===== config.mk =====
export PLATFORM = sky130hd
export DESIGN_NAME = decode_queue
export DESIGN_NICKNAME = d
export VERILOG_FILES = /design/src/rtl/decode_queue.sv
export SDC_FILE = /design/constraint.sdc
export NUM_CORES = 1
export LEC_CHECK = 0
export BUFFER_PORTS_ARGS = -buffer_cell sky130_fd_sc_hd__buf_2
export CELL_PAD_IN_SITES_DETAIL_PLACEMENT = 1
export CELL_PAD_IN_SITES_GLOBAL_PLACEMENT = 2
export CORE_AREA = 2 2 205 207
export CTS_BUF_LIST = sky130_fd_sc_hd__clkbuf_8 sky130_fd_sc_hd__clkbuf_16
export DETAILED_ROUTE_END_ITERATION = 8
export DIE_AREA = 0 0 207 209
export GPL_TIMING_DRIVEN = 0
export PLACE_DENSITY_LB_ADDON = 0.1
export SLEW_MARGIN = 20
export SYNTH_ARGS = -nofsm -noshare
export SYNTH_HDL_FRONTEND = slang
export SYNTH_SLANG_ARGS = --single-unit

===== constraint.sdc =====
create_clock -name clk -period 4.6 [get_ports clk]
set_clock_uncertainty 0.05 [all_clocks]
set_input_delay 0.46 -clock clk [delete_from_list [all_inputs] [get_ports clk]]
set_output_delay 0.46 -clock clk [all_outputs]
set_load 0.005 [all_outputs]

===== src/rtl/decode_queue.sv =====
// decode_queue: RV32I decode stage holding a FIFO of
// pre-decoded entries between instruction fetch and issue.
package decode_queue_pkg;
  localparam logic [5:0] OP_NOP   = 6'd0;
  localparam logic [5:0] OP_LUI   = 6'd1;
  localparam logic [5:0] OP_AUIPC = 6'd2;
  localparam logic [5:0] OP_JAL   = 6'd3;
  localparam logic [5:0] OP_JALR  = 6'd4;
  localparam logic [5:0] OP_BEQ   = 6'd5;
  localparam logic [5:0] OP_BNE   = 6'd6;
  localparam logic [5:0] OP_BLT   = 6'd7;
  localparam logic [5:0] OP_BGE   = 6'd8;
  localparam logic [5:0] OP_BLTU  = 6'd9;
  localparam logic [5:0] OP_BGEU  = 6'd10;
  localparam logic [5:0] OP_LB    = 6'd11;
  localparam logic [5:0] OP_LH    = 6'd12;
  localparam logic [5:0] OP_LW    = 6'd13;
  localparam logic [5:0] OP_LBU   = 6'd14;
  localparam logic [5:0] OP_LHU   = 6'd15;
  localparam logic [5:0] OP_SB    = 6'd16;
  localparam logic [5:0] OP_SH    = 6'd17;
  localparam logic [5:0] OP_SW    = 6'd18;
  localparam logic [5:0] OP_ADDI  = 6'd19;
  localparam logic [5:0] OP_SLTI  = 6'd20;
  localparam logic [5:0] OP_SLTIU = 6'd21;
  localparam logic [5:0] OP_XORI  = 6'd22;
  localparam logic [5:0] OP_ORI   = 6'd23;
  localparam logic [5:0] OP_ANDI  = 6'd24;
  localparam logic [5:0] OP_SLLI  = 6'd25;
  localparam logic [5:0] OP_SRLI  = 6'd26;
  localparam logic [5:0] OP_SRAI  = 6'd27;
  localparam logic [5:0] OP_ADD   = 6'd28;
  localparam logic [5:0] OP_SUB   = 6'd29;
  localparam logic [5:0] OP_SLL   = 6'd30;
  localparam logic [5:0] OP_SLT   = 6'd31;
  localparam logic [5:0] OP_SLTU  = 6'd32;
  localparam logic [5:0] OP_XOR   = 6'd33;
  localparam logic [5:0] OP_SRL   = 6'd34;
  localparam logic [5:0] OP_SRA   = 6'd35;
  localparam logic [5:0] OP_OR    = 6'd36;
  localparam logic [5:0] OP_AND   = 6'd37;

  typedef struct packed {
    logic [5:0]  op;
    logic [4:0]  rs1;
    logic [4:0]  rs2;
    logic [4:0]  rd;
    logic [31:0] imm;
    logic        illegal;
  } dec_t;
endpackage

module decode_queue
  import decode_queue_pkg::*;
#(
  parameter int DEPTH = 4,
  parameter int PC_W  = 32
) (
  input  logic                     clk,
  input  logic                     rst,
  input  logic                     rdy,
  input  logic                     flush,
  input  logic                     in_valid,
  output logic                     in_ready,
  input  logic [31:0]              in_inst,
  input  logic [PC_W-1:0]          in_pc,
  output logic                     out_valid,
  input  logic                     out_ready,
  output logic [5:0]               out_op,
  output logic [4:0]               out_rs1,
  output logic [4:0]               out_rs2,
  output logic [4:0]               out_rd,
  output logic [31:0]              out_imm,
  output logic [PC_W-1:0]          out_pc,
  output logic                     out_illegal,
  output logic [$clog2(DEPTH):0]   count
);
  localparam int AW = $clog2(DEPTH);
  localparam int CW = AW + 1;

  dec_t            dec_mem [DEPTH];
  logic [PC_W-1:0] pc_mem  [DEPTH];
  logic [AW-1:0]   wr_ptr;
  logic [AW-1:0]   rd_ptr;
  logic [CW-1:0]   cnt;
  logic            push;
  logic            pop;
  dec_t            dec;
  dec_t            head;
  logic            bad;

  logic [6:0]  opc;
  logic [2:0]  f3;
  logic [6:0]  f7;
  logic        alt;
  logic [4:0]  rd_f, rs1_f, rs2_f;
  logic [31:0] imm_i, imm_s, imm_b, imm_u, imm_j, shamt;

  assign count     = cnt;
  assign in_ready  = rst & rdy & ~flush & (cnt < CW'(DEPTH));
  assign out_valid = rdy & (cnt != '0);
  assign push      = in_valid & in_ready;
  assign pop       = out_valid & out_ready;

  assign head        = dec_mem[rd_ptr];
  assign out_op      = head.op;
  assign out_rs1     = head.rs1;
  assign out_rs2     = head.rs2;
  assign out_rd      = head.rd;
  assign out_imm     = head.imm;
  assign out_illegal = head.illegal;
  assign out_pc      = pc_mem[rd_ptr];

  assign opc   = in_inst[6:0];
  assign f3    = in_inst[14:12];
  assign f7    = in_inst[31:25];
  assign alt   = (f7 == 7'b0100000);
  assign rd_f  = in_inst[11:7];
  assign rs1_f = in_inst[19:15];
  assign rs2_f = in_inst[24:20];
  assign imm_i = {{20{in_inst[31]}}, in_inst[31:20]};
  assign imm_s = {{20{in_inst[31]}}, in_inst[31:25],
                  in_inst[11:7]};
  assign imm_b = {{19{in_inst[31]}}, in_inst[31], in_inst[7],
                  in_inst[30:25], in_inst[11:8], 1'b0};
  assign imm_u = {in_inst[31:12], 12'b0};
  assign imm_j = {{11{in_inst[31]}}, in_inst[31],
                  in_inst[19:12], in_inst[20],
                  in_inst[30:21], 1'b0};
  assign shamt = {27'b0, in_inst[24:20]};

  always_comb begin
    dec = '0;
    bad = 1'b0;
    unique case (opc)
      7'b0110111: begin
        dec.op = OP_LUI; dec.rd = rd_f; dec.imm = imm_u;
      end
      7'b0010111: begin
        dec.op = OP_AUIPC; dec.rd = rd_f; dec.imm = imm_u;
      end
      7'b1101111: begin
        dec.op = OP_JAL; dec.rd = rd_f; dec.imm = imm_j;
      end
      7'b1100111: begin
        dec.op  = OP_JALR;
        dec.rd  = rd_f;
        dec.rs1 = rs1_f;
        dec.imm = imm_i;
        bad     = (f3 != 3'b000);
      end
      7'b1100011: begin
        dec.rs1 = rs1_f; dec.rs2 = rs2_f; dec.imm = imm_b;
        unique case (f3)
          3'b000:  dec.op = OP_BEQ;
          3'b001:  dec.op = OP_BNE;
          3'b100:  dec.op = OP_BLT;
          3'b101:  dec.op = OP_BGE;
          3'b110:  dec.op = OP_BLTU;
          3'b111:  dec.op = OP_BGEU;
          default: bad = 1'b1;
        endcase
      end
      7'b0000011: begin
        dec.rd = rd_f; dec.rs1 = rs1_f; dec.imm = imm_i;
        unique case (f3)
          3'b000:  dec.op = OP_LB;
          3'b001:  dec.op = OP_LH;
          3'b010:  dec.op = OP_LW;
          3'b100:  dec.op = OP_LBU;
          3'b101:  dec.op = OP_LHU;
          default: bad = 1'b1;
        endcase
      end
      7'b0100011: begin
        dec.rs1 = rs1_f; dec.rs2 = rs2_f; dec.imm = imm_s;
        unique case (f3)
          3'b000:  dec.op = OP_SB;
          3'b001:  dec.op = OP_SH;
          3'b010:  dec.op = OP_SW;
          default: bad = 1'b1;
        endcase
      end
      7'b0010011: begin
        dec.rd = rd_f; dec.rs1 = rs1_f; dec.imm = imm_i;
        unique case (f3)
          3'b000: dec.op = OP_ADDI;
          3'b010: dec.op = OP_SLTI;
          3'b011: dec.op = OP_SLTIU;
          3'b100: dec.op = OP_XORI;
          3'b110: dec.op = OP_ORI;
          3'b111: dec.op = OP_ANDI;
          3'b001: begin
            dec.op  = OP_SLLI;
            dec.imm = shamt;
            bad     = (f7 != 7'b0);
          end
          3'b101: begin
            dec.op  = alt ? OP_SRAI : OP_SRLI;
            dec.imm = shamt;
            bad     = (f7 != 7'b0) & ~alt;
          end
        endcase
      end
      7'b0110011: begin
        dec.rd = rd_f; dec.rs1 = rs1_f; dec.rs2 = rs2_f;
        // funct7=0100000 only selects SUB and SRA
        bad = (f7 != 7'b0) &
              ~(alt & ((f3 == 3'b000) | (f3 == 3'b101)));
        unique case (f3)
          3'b000: dec.op = alt ? OP_SUB : OP_ADD;
          3'b001: dec.op = OP_SLL;
          3'b010: dec.op = OP_SLT;
          3'b011: dec.op = OP_SLTU;
          3'b100: dec.op = OP_XOR;
          3'b101: dec.op = alt ? OP_SRA : OP_SRL;
          3'b110: dec.op = OP_OR;
          3'b111: dec.op = OP_AND;
        endcase
      end
      7'b0001111: dec.op = OP_NOP;
      default:    bad = 1'b1;
    endcase
    if (bad) begin
      dec         = '0;
      dec.illegal = 1'b1;
    end
  end

  always_ff @(posedge clk or negedge rst) begin
    if (!rst) begin
      wr_ptr <= '0;
      rd_ptr <= '0;
      cnt    <= '0;
      for (int i = 0; i < DEPTH; i++) begin
        dec_mem[i] <= '0;
        pc_mem[i]  <= '0;
      end
    end else if (rdy) begin
      if (flush) begin
        wr_ptr <= '0;
        rd_ptr <= '0;
        cnt    <= '0;
      end else begin
        if (push) begin
          dec_mem[wr_ptr] <= dec;
          pc_mem[wr_ptr]  <= in_pc;
          wr_ptr          <= wr_ptr + AW'(1);
        end
        if (pop) rd_ptr <= rd_ptr + AW'(1);
        cnt <= cnt + CW'(push) - CW'(pop);
      end
    end
  end
endmodule


# Word level (Yosys, flattened, before mapping)
# Index checks and enable logic that the tools add are counted.
# W data, S select, Z words.
# op_classes
add_sub_neg	4
n_lt_le_gt_ge	4
eq_ne	18
n_mux	37
bitwise_logic	15
reduce_logical	20
# ops
cell	count
$bwmux W216	1
$mux W54	4
$pmux W32 S6	1
$bwmux W128	1
$mux W32	4
$bmux W54 S2	1
$demux W54 S2	1
$pmux W6 S8	2
$bmux W32 S2	1
$demux W32 S2	1
$pmux W6 S9	1
$eq A7 B6 Y1 const B	4
$pmux W4 S6	1
$eq A7 B7 Y1 const B	3
$pmux W4 S5	1
$mux W5	3
$pmux W5 S3	1
$eq A7 B5 Y1 const B	2
$eq A3 B3 Y1 const B	4
$reduce_or A6 Y1	2
$and A1 B1 Y1	9
$mux W2	4
$eq A7 B2 Y1 const B	1
$eq A7 B4 Y1 const B	1
other kinds (27)	44
# word_totals
regBits	351
in_bits	70
output_inout_bits	91
wordCells	129

# Longest topological paths before layout
# Gate-level depths: netlist of run 1.
# logic_depth
word_depth	8
mapped_depth	13
ltp_nobuf	12

# Worst setup path before layout of run 1
# OpenSTA, ideal clock, no wires.
# synth_path
path_type	input to register
startpoint	in flush
endpoint	reg cnt[2], in the netlist count[2]
setup_ns	0.082
arrival_time_ns	2.530
required_time_ns	4.468
slack_ns	1.938
path_stages	12
n_path_buf	1
path_cell_list	nor3_1 -> and2_1 -> buf_2 -> inv_1 -> ha_1 -> inv_1 -> ha_1 -> fa_1 -> xor2_1 -> nor3b_1 -> a21oi_1 -> o22ai_1
# synth_via
elab_chain_len	7
# synth_rtl
item	line	source
start, declared	62	input logic flush,
$not A1 Y1 (no source line)	n/a	
$and A1 B1 Y1 (2 in series)	100	assign in_ready = rst & rdy & ~flush & (cnt < CW'(DEPTH));
$and A1 B1 Y1	102	assign push = in_valid & in_ready;
$add A3 B1 Y3	251	cnt <= cnt + CW'(push) - CW'(pop);
$sub A3 B1 Y3	251	
$mux W3 (*)	240	if (flush) begin
end signal, assigned	251	
end, declared	85	logic [CW-1:0] cnt;
# Every way passes the cells marked *; elsewhere a longest branch is shown, timed or not.
# A chain may end at the register's enable or synchronous reset.

# Final worst setup path of run 1
# layout_path
startpoint	reg rd_ptr[1]
endpoint	out out_pc[22]
# layout_via
elab_chain_len	4
# layout_rtl
item	line	source
start, declared	84	logic [AW-1:0] rd_ptr;
start signal, assigned	250	if (pop) rd_ptr <= rd_ptr + AW'(1);
$not A2 Y3 (not written as such)	112	assign out_pc = pc_mem[rd_ptr];
$bmux W32 S2	112	
$mux W32 (not written as such) (2 in series)	112	
end, declared	74	output logic [PC_W-1:0] out_pc,
# Every way passes these cells. The select of a mux whose other input is x is not followed.

==> summary.txt, run 1 <==
Worst hold path
  • Hold Crit Class: input port to flip-flop

Finish
  • Cell area after layout: 19200 um2
  • Area Overhead vs Synth: 18.3%
  • Layout Nets: 1851
  • Util after Layout: 0.465
  • Fill count: 4651
  • N_diodes: 0
  • Layout cells sized above 1: 0.211

CTS
  • Max Buffers Root-to-Sink: 3
  • H-Tree Level Count: 2
  • Post-CTS Resized: 0
  • TritonCTS buffer count: 42
  • Root buf cell: clkbuf_16
  • Postcts setup bufs: 0
  • CTS Sinks: about 350
  • Post-CTS Hold Fix Bufs: 1
  • CTS tree: yes
  • Clock Latency Late Sink: 570 ps
  • Clock edge transition at the registers on the reported setup and hold paths: 60 ps

Worst setup path
  • Worst Setup End Kind: output port
  • Kind of critical path: flip-flop to output port
  • Most used cell along the critical path: clkbuf_1
  • Data arrival time of the worst path: 3300 ps
  • CP max stage cell: clkbuf_1
  • Worst path cell trace: clkbuf_1 > clkbuf_1 > clkbuf_1 > mux4_2 > buf_2
  • Max FO, Critical Path: 10
  • Critical path's top delay family: buffers and inverters
  • Crit-path max cell delay: between 700 and 800 ps
  • Critical path buffers and inverters: 4
  • Worst Path Required: a little over 4000 ps
  • Startpoint Class: flip-flop

GRT
  • GRT Util Overall: 0.256
  • Initial antenna violation count: 3
  • Largest net degree at the start of global routing: 83
  • First-pass GRT wire length: 84.6 mm
  • Grt ovf: 0
  • Vias in the first global route: ~14000

Die
  • Initial Utilization: 0.393
  • Die Area: approximately 43000 um2
  • Chip Width: 207 um
  • Core box area: 41300 um2
  • DIE HEIGHT: 209 um
  • Core Rows: 75
  • I/O Pins: 161

Routing
  • DRT Wirelength: roughly 55 mm
  • Vias post-DR: 13000
  • DR pass1 iterations: 5
  • Final antenna-violating net count: 0
  • WL per Instance: 23.4 um
  • DR DRC count: 0
  • Drt via density: 5.54
  • Initial drt markers: 913

Pwr
  • Power per cell area: 443 nW/um2
  • Maximum vdd drop: 0.332 mV
  • Pwr Total: 8.50 mW
  • Leak pwr: 9.09 nW

Placement
  • Dpl cell area: 17800 um2
  • Placer Congestion: 0.840
  • DP HPWL: 37.8 mm
  • Port bufs: 158

Logic synthesis
  • Synthesized net count: 1644
  • Distinct cells, synth: 69
  • Largest area contributor in the netlist: dfrtp_1
  • Most used DFF post-synth: dfrtp_1
  • Ys async rst share: 1.00
  • EDFF count, synth: 0
  • Sequential share of the synthesized area: 0.541
  • Area share of the largest cell type after synthesis: 0.541
  • Largest cells by area after synthesis: dfrtp_1 54%, nand2_1 13%, mux4_2 12%
  • Top-count cell post-synth: nand2_1
  • Yosys warnings: 0
  • Mapped Avg Cell Area: 10.4 um2
  • #FFs+latches synth: 351
  • Top cells by count, synth: 583 x nand2_1, 351 x dfrtp_1, 129 x o21ai_0
  • Post-Synthesis Cells: 1567
  • Mapped Area: 16200 um2

Run status
  • Status: completed

STA
  • RSZ-0062 raised after global routing: false
  • Slew headroom: 0.346
  • Final Cycle Share: 0.828
  • FMAX: 0.263 GHz
  • Hold Fails Final Rpt: 0
  • Minimum clock period: ~3800 ps
  • Worst-margin pin slew: ~980 ps
  • Final setup fails: 0
  • Final Slew Violations: 0
  • Setup TNS: 0 ps

Flow run
  • # Max-Cap Violations: 0
==> registers in the layout (all words and copies together), names as in the netlist <==
register,count
dec_mem,216
rd_ptr,2
count,3
pc_mem,128
wr_ptr,2
==> path summary, 6_finish.rpt <==
path | slack, ps | depth (start not counted) | endpoint | from
max reg2reg | 1370 | 7 | dec_mem[77]$_DFFE_PN0P_ | count[2]$_DFFE_PN0P_
min in group asynchronous | 340 | 2 | dec_mem[167]$_DFFE_PN0P_ | rst
max in group asynchronous | 2990 | 4 | pc_mem[67]$_DFFE_PN0P_ | rst
min | 90 | 3 | pc_mem[31]$_DFFE_PN0P_ | in_pc[31]
max | 790 | 5 | out_pc[22] | rd_ptr[1]$_DFFE_PN0P_
min reg2reg | 420 | 2 | pc_mem[48]$_DFFE_PN0P_ | pc_mem[48]$_DFFE_PN0P_
==> layer usage <==
layer | vias up | routed length, um | share of wire | GRT usage
met4 | 4 | 1050 | 0.019 | 0.0640
met5 | - | 24 | 0.00044 | 0
met1 | 6756 | 24600 | 0.45 | 0.349
met2 | 308 | 26700 | 0.49 | 0.424
li1 | 5839 | - | - | -
met3 | 76 | 2550 | 0.046 | 0.0473
==> power breakdown <==
group          internal [mW]  switching, mW  leakage (nW)
logic                  0.746          0.961          3.53
registers               3.36          0.154          4.83
clock network           1.94           1.34         0.723
total                   6.05           2.45          9.09
==> worst reg2reg max path, stage by stage, from the launching register on <==
cell	delay, ps
dfrtp_1	440
nor3_1	620
and2_1	220
buf_2	180
nand2_1	280
or4_1	750
clkbuf_1	340
o21ai_0	260
==> cell families (layout without fill, tap and decap cells) <==
| kind of cell | Yosys count | count (layout) | synth area share |
|---|---|---|---|
| buf+inv | 125 | 364 | 0.0309 |
| simple gates | 685 | 685 | 0.172 |
| mux | 103 | 103 | 0.131 |
| flops | 351 | 351 | 0.541 |
| xor+xnor | 5 | 5 | 0.00270 |
| fa+ha+maj | 7 | 7 | 0.00586 |
| compound gates | 291 | 291 | 0.117 |
==> cell type report <==
| type | instances | area (um2) | share of cell area |
|---|---|---|---|
| inverter | 12 | 45.0 | 0.00235 |
| timing repair buffer | 163 | 921 | 0.0480 |
| buffer | 113 | 459 | 0.0239 |
| clock buffer | 55 | 1240 | 0.0646 |
| sequential | 351 | 8780 | 0.457 |
| clock inverter | 21 | 121 | 0.00632 |
| multi-input combinational | 1091 | 6960 | 0.362 |
| tap | 539 | 674 | 0.0351 |
==> layout by cell type, fill, tap and decap left out, types with 4 or more instances in the layout <==
cell type	instances
nand2_1	583
dfrtp_1	351
buf_2	162
o21ai_0	129
clkbuf_1	93
mux4_2	86
clkbuf_16	43
a21oi_1	36
o21ai_2	30
a22o_1	29
inv_1	22
nor2_1	21
nor3_1	18
mux2_2	16
a32o_1	15
clkbuf_8	12
buf_1	9
nand3_1	9
clkinv_2	9
nand2b_1	7
a22oi_1	7
o22ai_1	6
and3_1	6
nor4_1	6
o21ai_1	6
nand4_1	6
ha_1	6
a31oi_1	5
o31ai_1	5
nor2b_1	4
xnor2_1	4
buf_16	4
==> metrics by stage <==
step                hold WS, ps  std cells  setup slack (ps)
floorplan                   114       1567              1940
detailed placement          348       2268               965
CTS                        58.7       2345               634
finish                     87.4       2345               793
global route               81.4       2345               560
global placement            403       2264             -4940
Note: power is estimated with default switching activity, not from simulation.
==> inputs of run 2 (changes only) <==
--- a/config.mk
+++ b/config.mk
@@ -8,10 +8,10 @@
 export BUFFER_PORTS_ARGS = -buffer_cell sky130_fd_sc_hd__buf_2
 export CELL_PAD_IN_SITES_DETAIL_PLACEMENT = 1
 export CELL_PAD_IN_SITES_GLOBAL_PLACEMENT = 2
-export CORE_AREA = 2 2 205 207
+export CORE_AREA = 2 2 219 221
 export CTS_BUF_LIST = sky130_fd_sc_hd__clkbuf_8 sky130_fd_sc_hd__clkbuf_16
 export DETAILED_ROUTE_END_ITERATION = 8
-export DIE_AREA = 0 0 207 209
+export DIE_AREA = 0 0 221 223
 export GPL_TIMING_DRIVEN = 0
 export PLACE_DENSITY_LB_ADDON = 0.1
 export SLEW_MARGIN = 20
==> constraint.sdc (replaced) <==
create_clock -name clk -period 3.5 [get_ports clk]
set_clock_uncertainty 0.05 [all_clocks]
set_input_delay 0.35 -clock clk [delete_from_list [all_inputs] [get_ports clk]]
set_output_delay 0.35 -clock clk [all_outputs]
set_load 0.005 [all_outputs]
==> run 2 against run 1 <==
Compared with the run above: cell count is 5.0% higher; combinational power is 37% higher; clock power is 39% higher; hold slack worse by 63 ps; count of clock-buffer cells in the layout is 3 higher; first-iteration DRC count is 11% higher; register-to-register slack worse by 800 ps; flip-flop and latch count stayed put; design area is 3.8% higher; largest cell class unchanged; highest routed layer unchanged.
==> summary.txt, run 2 (synthesis results as in run 1) <==
CTS
  • Max Buffers Root-to-Sink: 3
  • CTS tree: yes
  • Clock Latency Late Sink: 560 ps
  • Clock edge transition at the registers on the reported setup and hold paths: 60 ps
  • H-Tree Level Count: 2
  • Root buf cell: clkbuf_16
  • CTS Sinks: 351
  • TritonCTS buffer count: 42

STA
  • FMAX: approximately 0.30 GHz
  • Slew headroom: 0.341
  • Worst-margin pin slew: slightly below 1000 ps
  • Min Hold Slack: 24.8 ps
  • Final Cycle Share: 0.957
  • Worst setup margin: 152 ps
  • Final Slew Violations: 0
  • RSZ-0062 raised after global routing: false
  • Final setup fails: 0
  • Minimum clock period: 3350 ps
  • Hold Fails Final Rpt: 0

Pwr
  • Maximum vdd drop: approximately 0.31 mV
  • Leak pwr: 9.36 nW
  • Power per cell area: 578 nW/um2

Routing
  • DR DRC count: 0
  • Initial drt markers: between 1000 and 1500
  • WL per Instance: 23.3 um
  • Final antenna-violating net count: 0
  • DR pass1 iterations: 5
  • Drt via density: roughly 5.3
  • Vias post-DR: 13100
  • DRT Wirelength: 57.4 mm

Die
  • Core Rows: 80
  • DIE HEIGHT: 223 um
  • I/O Pins: 161
  • Die Area: between 40000 and 50000 um2
  • Core box area: 47100 um2
  • Chip Width: 221 um
  • Initial Utilization: 0.344

Finish
  • Fill count: 5257
  • Area Overhead vs Synth: 22.8%
  • Max reg flops: about 220
  • Layout Nets: 1890
  • Commonest non-fill, non-tap cell in the layout: nand2_1
  • Reg with most FFs: dec_mem
  • Most frequent cells in the layout: 583 x nand2_1, 351 x dfrtp_1, 163 x buf_2, 129 x o21ai_0, 90 x clkbuf_1
  • Layout cells sized above 1: 0.219

GRT
  • Grt ovf: 0
  • Initial antenna violation count: 2
  • First-pass GRT wire length: roughly 89 mm
  • Vias in the first global route: 14100
  • GRT Util Overall: 0.235
  • Largest net degree at the start of global routing: 91

Flow run
  • # Max-Cap Violations: 0

Worst hold path
  • Hold Crit Class: input port to async pin

Worst setup path
  • Startpoint Class: flip-flop
  • Crit-path max cell delay: 610 ps
  • Max FO, Critical Path: 10
  • RR Endpoint: dec_mem[157]$_DFFE_PN0P_
  • Most used cell along the critical path: clkbuf_1
  • Worst Path Required: 3100 ps
  • R2R setup slack: about 570 ps
  • CP max stage cell: clkbuf_1
  • Worst Setup End Kind: output port
  • Reg-to-Reg Start: count[2]$_DFFE_PN0P_
  • Worst path cell trace: clkbuf_1 > clkbuf_2 > clkbuf_1 > mux4_2 > buf_2
  • Data arrival time of the worst path: 2950 ps
  • R2r worst-path depth: 8
  • Critical path's top delay family: buffers and inverters
  • Critical path buffers and inverters: 4
  • Kind of critical path: flip-flop to output port

Run status
  • Status: completed

Placement
  • Pre-CTS setup slack: -865 ps
  • Placer Congestion: 0.822
  • DP HPWL: 38.7 mm
  • Port bufs: 158
[run 2: cell types whose count changed in the layout (fill, tap and decap cells not counted), moves of 2 or more]
cell / previous run / this run
buf_12: 0 / 5
clkbuf_1: 93 / 90
clkbuf_2: 2 / 5
clkdlybuf4s15_2: 0 / 4
inv_1: 22 / 17
dlygate4sd3_1: 1 / 33
buf_1: 9 / 3
clkinvlp_4: 0 / 3
buf_16: 4 / 6
clkbuf_16: 43 / 45
[run 2: cell type report]
| cell class | instances | area [um2] | share of cell area |
|---|---|---|---|
| flip-flops and latches | 351 | 8780 | 0.440 |
| multi-input cells | 1091 | 6960 | 0.349 |
| repair buffers | 203 | 1430 | 0.0717 |
| clock buffers | 58 | 1310 | 0.0654 |
| well taps | 615 | 769 | 0.0386 |
| plain buffers | 112 | 490 | 0.0246 |
| clock inverters | 20 | 151 | 0.00759 |
| inverters | 12 | 45.0 | 0.00226 |
| diodes | 1 | 2.50 | 0.000125 |
[run 2: stage by stage]
step                      instance area (um2)  utilization  std cells  power, mW   TNS, ps
after CTS                               19900        0.423       2462       11.7      -373
after floorplan                         16200            -       1567       6.00         0
after global routing                    19900        0.423       2463       12.0         0
after detailed placement                17900        0.380       2344       6.99   -214540
final                                   19900        0.423       2463       11.5         0
after global placement                  17800        0.377       2340       6.93  -3865790
[run 2: worst register-to-register path: cells and delay by family, from the launching register on]
kind / cells / cell delay, ps
buffers and inverters: 3 / 1450
and+or+nand+nor: 4 / 810
DFF: 1 / 440
AOI/OAI and AO/OA: 1 / 90
[run 2: worst max-delay path by stage]
stage | from | cells after the start | slack [ps] | endpoint
floorplan | count[2]$_DFFE_PN0P_ | 12 | 870 | count[2]$_DFFE_PN0P_
global placement | rst | 9 | -6120 | pc_mem[109]$_DFFE_PN0P_
detailed placement | rst | 11 | -870 | pc_mem[115]$_DFFE_PN0P_
CTS | rd_ptr[0]$_DFFE_PN0P_ | 4 | -40 | out_pc[8]
global route | rd_ptr[1]$_DFFE_PN0P_ | 5 | 9 | out_pc[23]
finish | rd_ptr[1]$_DFFE_PN0P_ | 5 | 150 | out_pc[23]
[run 2: per-layer routing]
| metal | vias up | share of wire | track usage |
|---|---|---|---|
| met5 | - | 0.00028 | 0 |
| met4 | 2 | 0.022 | 0.0662 |
| met3 | 86 | 0.043 | 0.0348 |
| met2 | 311 | 0.49 | 0.395 |
| met1 | 6800 | 0.45 | 0.318 |
| li1 | 5935 | - | - |
[run 2: repair_timing]
item / 4_1_cts / 5_1_grt
endpoints found under the hold margin: 236 / 0
gates resized for setup: 11 / 6
gates cloned: 1 / 0
setup buffers: 0 / 0
endpoints found under the setup margin: 276 / 22
hold buffers: 40 / 0
[run 2: report_power, final]
| group | switching (mW) | internal [mW] |
|---|---|---|
| Clock | 1.82 | 2.75 |
| Combinational | 1.31 | 1.04 |
| Sequential | 0.199 | 4.42 |
| Total | 3.33 | 8.21 |
==> inputs of run 3 (changes only) <==
--- a/config.mk
+++ b/config.mk
@@ -8,10 +8,10 @@
 export BUFFER_PORTS_ARGS = -buffer_cell sky130_fd_sc_hd__buf_2
 export CELL_PAD_IN_SITES_DETAIL_PLACEMENT = 1
 export CELL_PAD_IN_SITES_GLOBAL_PLACEMENT = 2
-export CORE_AREA = 2 2 219 221
+export CORE_AREA = 2 2 236 238
 export CTS_BUF_LIST = sky130_fd_sc_hd__clkbuf_8 sky130_fd_sc_hd__clkbuf_16
 export DETAILED_ROUTE_END_ITERATION = 8
-export DIE_AREA = 0 0 221 223
+export DIE_AREA = 0 0 238 240
 export GPL_TIMING_DRIVEN = 0
 export PLACE_DENSITY_LB_ADDON = 0.1
 export SLEW_MARGIN = 20
==> run 3 against run 2 <==
Compared with the run above: sequential share of layout area is essentially flat; die area grew 16%; flip-flop and latch count is the same; global-route usage shrank 2.4 points; critical path depth shrank 2; non-clock buffer count shrank 4; first-iteration DRC count shrank 40%; worst setup slack gained 62 ps; cell count grew 3.5%; core utilization shrank 5.9 points; combinational power shrank 2%.
==> summary.txt, run 3 (synthesis results as in run 1) <==
Run status
  • Status: completed

Pwr
  • Comb pwr share: 0.199
  • Psw: 3.37 mW
  • Power per cell area: 579 nW/um2
  • Clk pwr share: 0.398
  • Switching power share of the total: 0.292
  • Maximum vdd drop: 0.292 mV
  • Sequential share of power: 0.402
  • Internal cell power: 8.18 mW
  • Leak pwr: 9.34 nW
  • Pwr Total: about 12 mW

Worst hold path
  • Hold Crit Class: input port to flip-flop

Finish
  • Cell area after layout: between 15000 and 20000 um2
  • N_diodes: 0
  • Layout Nets: 1889
  • Util after Layout: 0.364
  • Layout cells sized above 1: 0.216
  • Most frequent cells in the layout: 582 x nand2_1, 351 x dfrtp_1, 163 x buf_2, 129 x o21ai_0, 86 x mux4_2
  • Reg with most FFs: dec_mem
  • Area Overhead vs Synth: 22.7%
  • Commonest non-fill, non-tap cell in the layout: nand2_1
  • Fill count: about 6000
  • Max reg flops: 216

CTS
  • Clock edge transition at the registers on the reported setup and hold paths: 60 ps
  • Root buf cell: clkbuf_16
  • H-Tree Level Count: 2
  • Clock Latency Late Sink: 570 ps
  • CTS Sinks: between 300 and 400
  • CTS tree: yes
  • Max Buffers Root-to-Sink: 3
  • TritonCTS buffer count: 45

GRT
  • Largest net degree at the start of global routing: 93
  • Initial antenna violation count: 0
  • Grt ovf: 0
  • GRT Util Overall: 0.211
  • Vias in the first global route: 13800
  • First-pass GRT wire length: 90.6 mm

Flow run
  • # Max-Cap Violations: 0

Worst setup path
  • Kind of critical path: flip-flop to output port
  • Worst Setup End Kind: output port
  • Worst Path Required: 3100 ps
  • Startpoint Class: flip-flop
  • Max FO, Critical Path: 10
  • Data arrival time of the worst path: just under 3000 ps

STA
  • RSZ-0062 raised after global routing: false
  • Setup TNS: 0 ps
  • Final setup fails: 0
  • FMAX: 0.304 GHz
  • Final Slew Violations: 0
  • Slew headroom: 0.317
  • Hold Fails Final Rpt: 0
  • Final Cycle Share: 0.939
  • Worst-margin pin slew: 1020 ps
  • Minimum clock period: 3290 ps
  • Min Hold Slack: 35.6 ps

Placement
  • DP HPWL: 40.3 mm
  • Placer Congestion: 0.807
  • Dpl cell area: 18000 um2
  • Port bufs: 158

Routing
  • Drt via density: 5.10
  • WL per Instance: 23.1 um
  • Vias post-DR: 13000
  • Final antenna-violating net count: 0
  • DRT Wirelength: slightly below 60 mm
  • DR pass1 iterations: 5
  • Initial drt markers: around 610
  • DR DRC count: 0

Die
  • I/O Pins: roughly 160
  • DIE HEIGHT: between 200 and 250 um
  • Chip Width: ~240 um
  • Die Area: 57100 um2
  • Core Rows: 86
  • Initial Utilization: 0.297
  • Core box area: approximately 55000 um2
run 3: cell types whose count changed in the layout (fill, tap and decap cells not counted), sizes merged, moves of 3 or more:
cell,before,now
inv,17,29
clkbuf,153,147
clkinv,10,6
clkdlybuf4s15,4,1
clkinvlp,3,0
run 3: area by class of cell:
cell class / instances / area [um2] / area share
buffer: 112 / 479 / 0.0241
clock buffer: 54 / 1250 / 0.0627
clock inverter: 26 / 199 / 0.00999
inverter: 12 / 45.0 / 0.00226
multi-input combinational: 1091 / 6970 / 0.350
sequential: 351 / 8780 / 0.441
tap: 704 / 881 / 0.0442
timing repair buffer: 199 / 1310 / 0.0658
run 3: path summary, 6_finish.rpt:
path / start / endpoint / slack (ps) / depth (start not counted)
min in group asynchronous: rst / dec_mem[0]$_DFFE_PN0P_ / 350 / 3
setup reg to reg: count[2]$_DFFE_PN0P_ / dec_mem[24]$_DFFE_PN0P_ / 680 / 7
hold reg to reg: pc_mem[32]$_DFFE_PN0P_ / pc_mem[32]$_DFFE_PN0P_ / 420 / 2
max in group asynchronous: rst / pc_mem[55]$_DFFE_PN0P_ / 2090 / 5
setup / recovery: rd_ptr[0]$_DFFE_PN0P_ / out_imm[30] / 210 / 3
hold / removal: in_inst[10] / dec_mem[90]$_DFFE_PN0P_ / 40 / 2
run 3: power groups by stage:
stage | Sequential, mW | Clock, mW | Combinational [mW]
2_1_floorplan | 4.62 | 0 | 1.38
3_3_place_gp | 4.68 | 0 | 2.29
3_5_place_dp | 4.68 | 0 | 2.35
4_1_cts | 4.64 | 4.73 | 2.37
5_1_grt | 4.69 | 4.89 | 2.56
6_report | 4.64 | 4.60 | 2.30
run 3: per-stage QoR:
stage | instances | worst slack (ps)
2_1_floorplan | 1567 | 873
3_3_place_gp | 2429 | -6460
3_5_place_dp | 2434 | -692
4_1_cts | 2548 | 14.4
5_1_grt | 2549 | 44.3
6_report | 2549 | 214
run 3: layer usage:
layer / share of wire / vias to the layer above / global-route usage
met1: 0.45 / 6744 / 0.286
met3: 0.045 / 64 / 0.0382
met2: 0.49 / 255 / 0.357
met5: 0 / - / 0
li1: - / 5934 / -
met4: 0.014 / 0 / 0.0400
run 3: critical path, stage by stage, from the launching register on:
cell     delay [ps]
dfrtp_1         670
buf_1           820
mux4_2          660
buf_2           150
run 3: timing repair:
item	CTS	global route
setup buffers	0	0
hold buffers	35	0
endpoints found under the hold margin	200	0
gates cloned	0	1
setup endpoints to repair	80	176
resized for setup	7	18
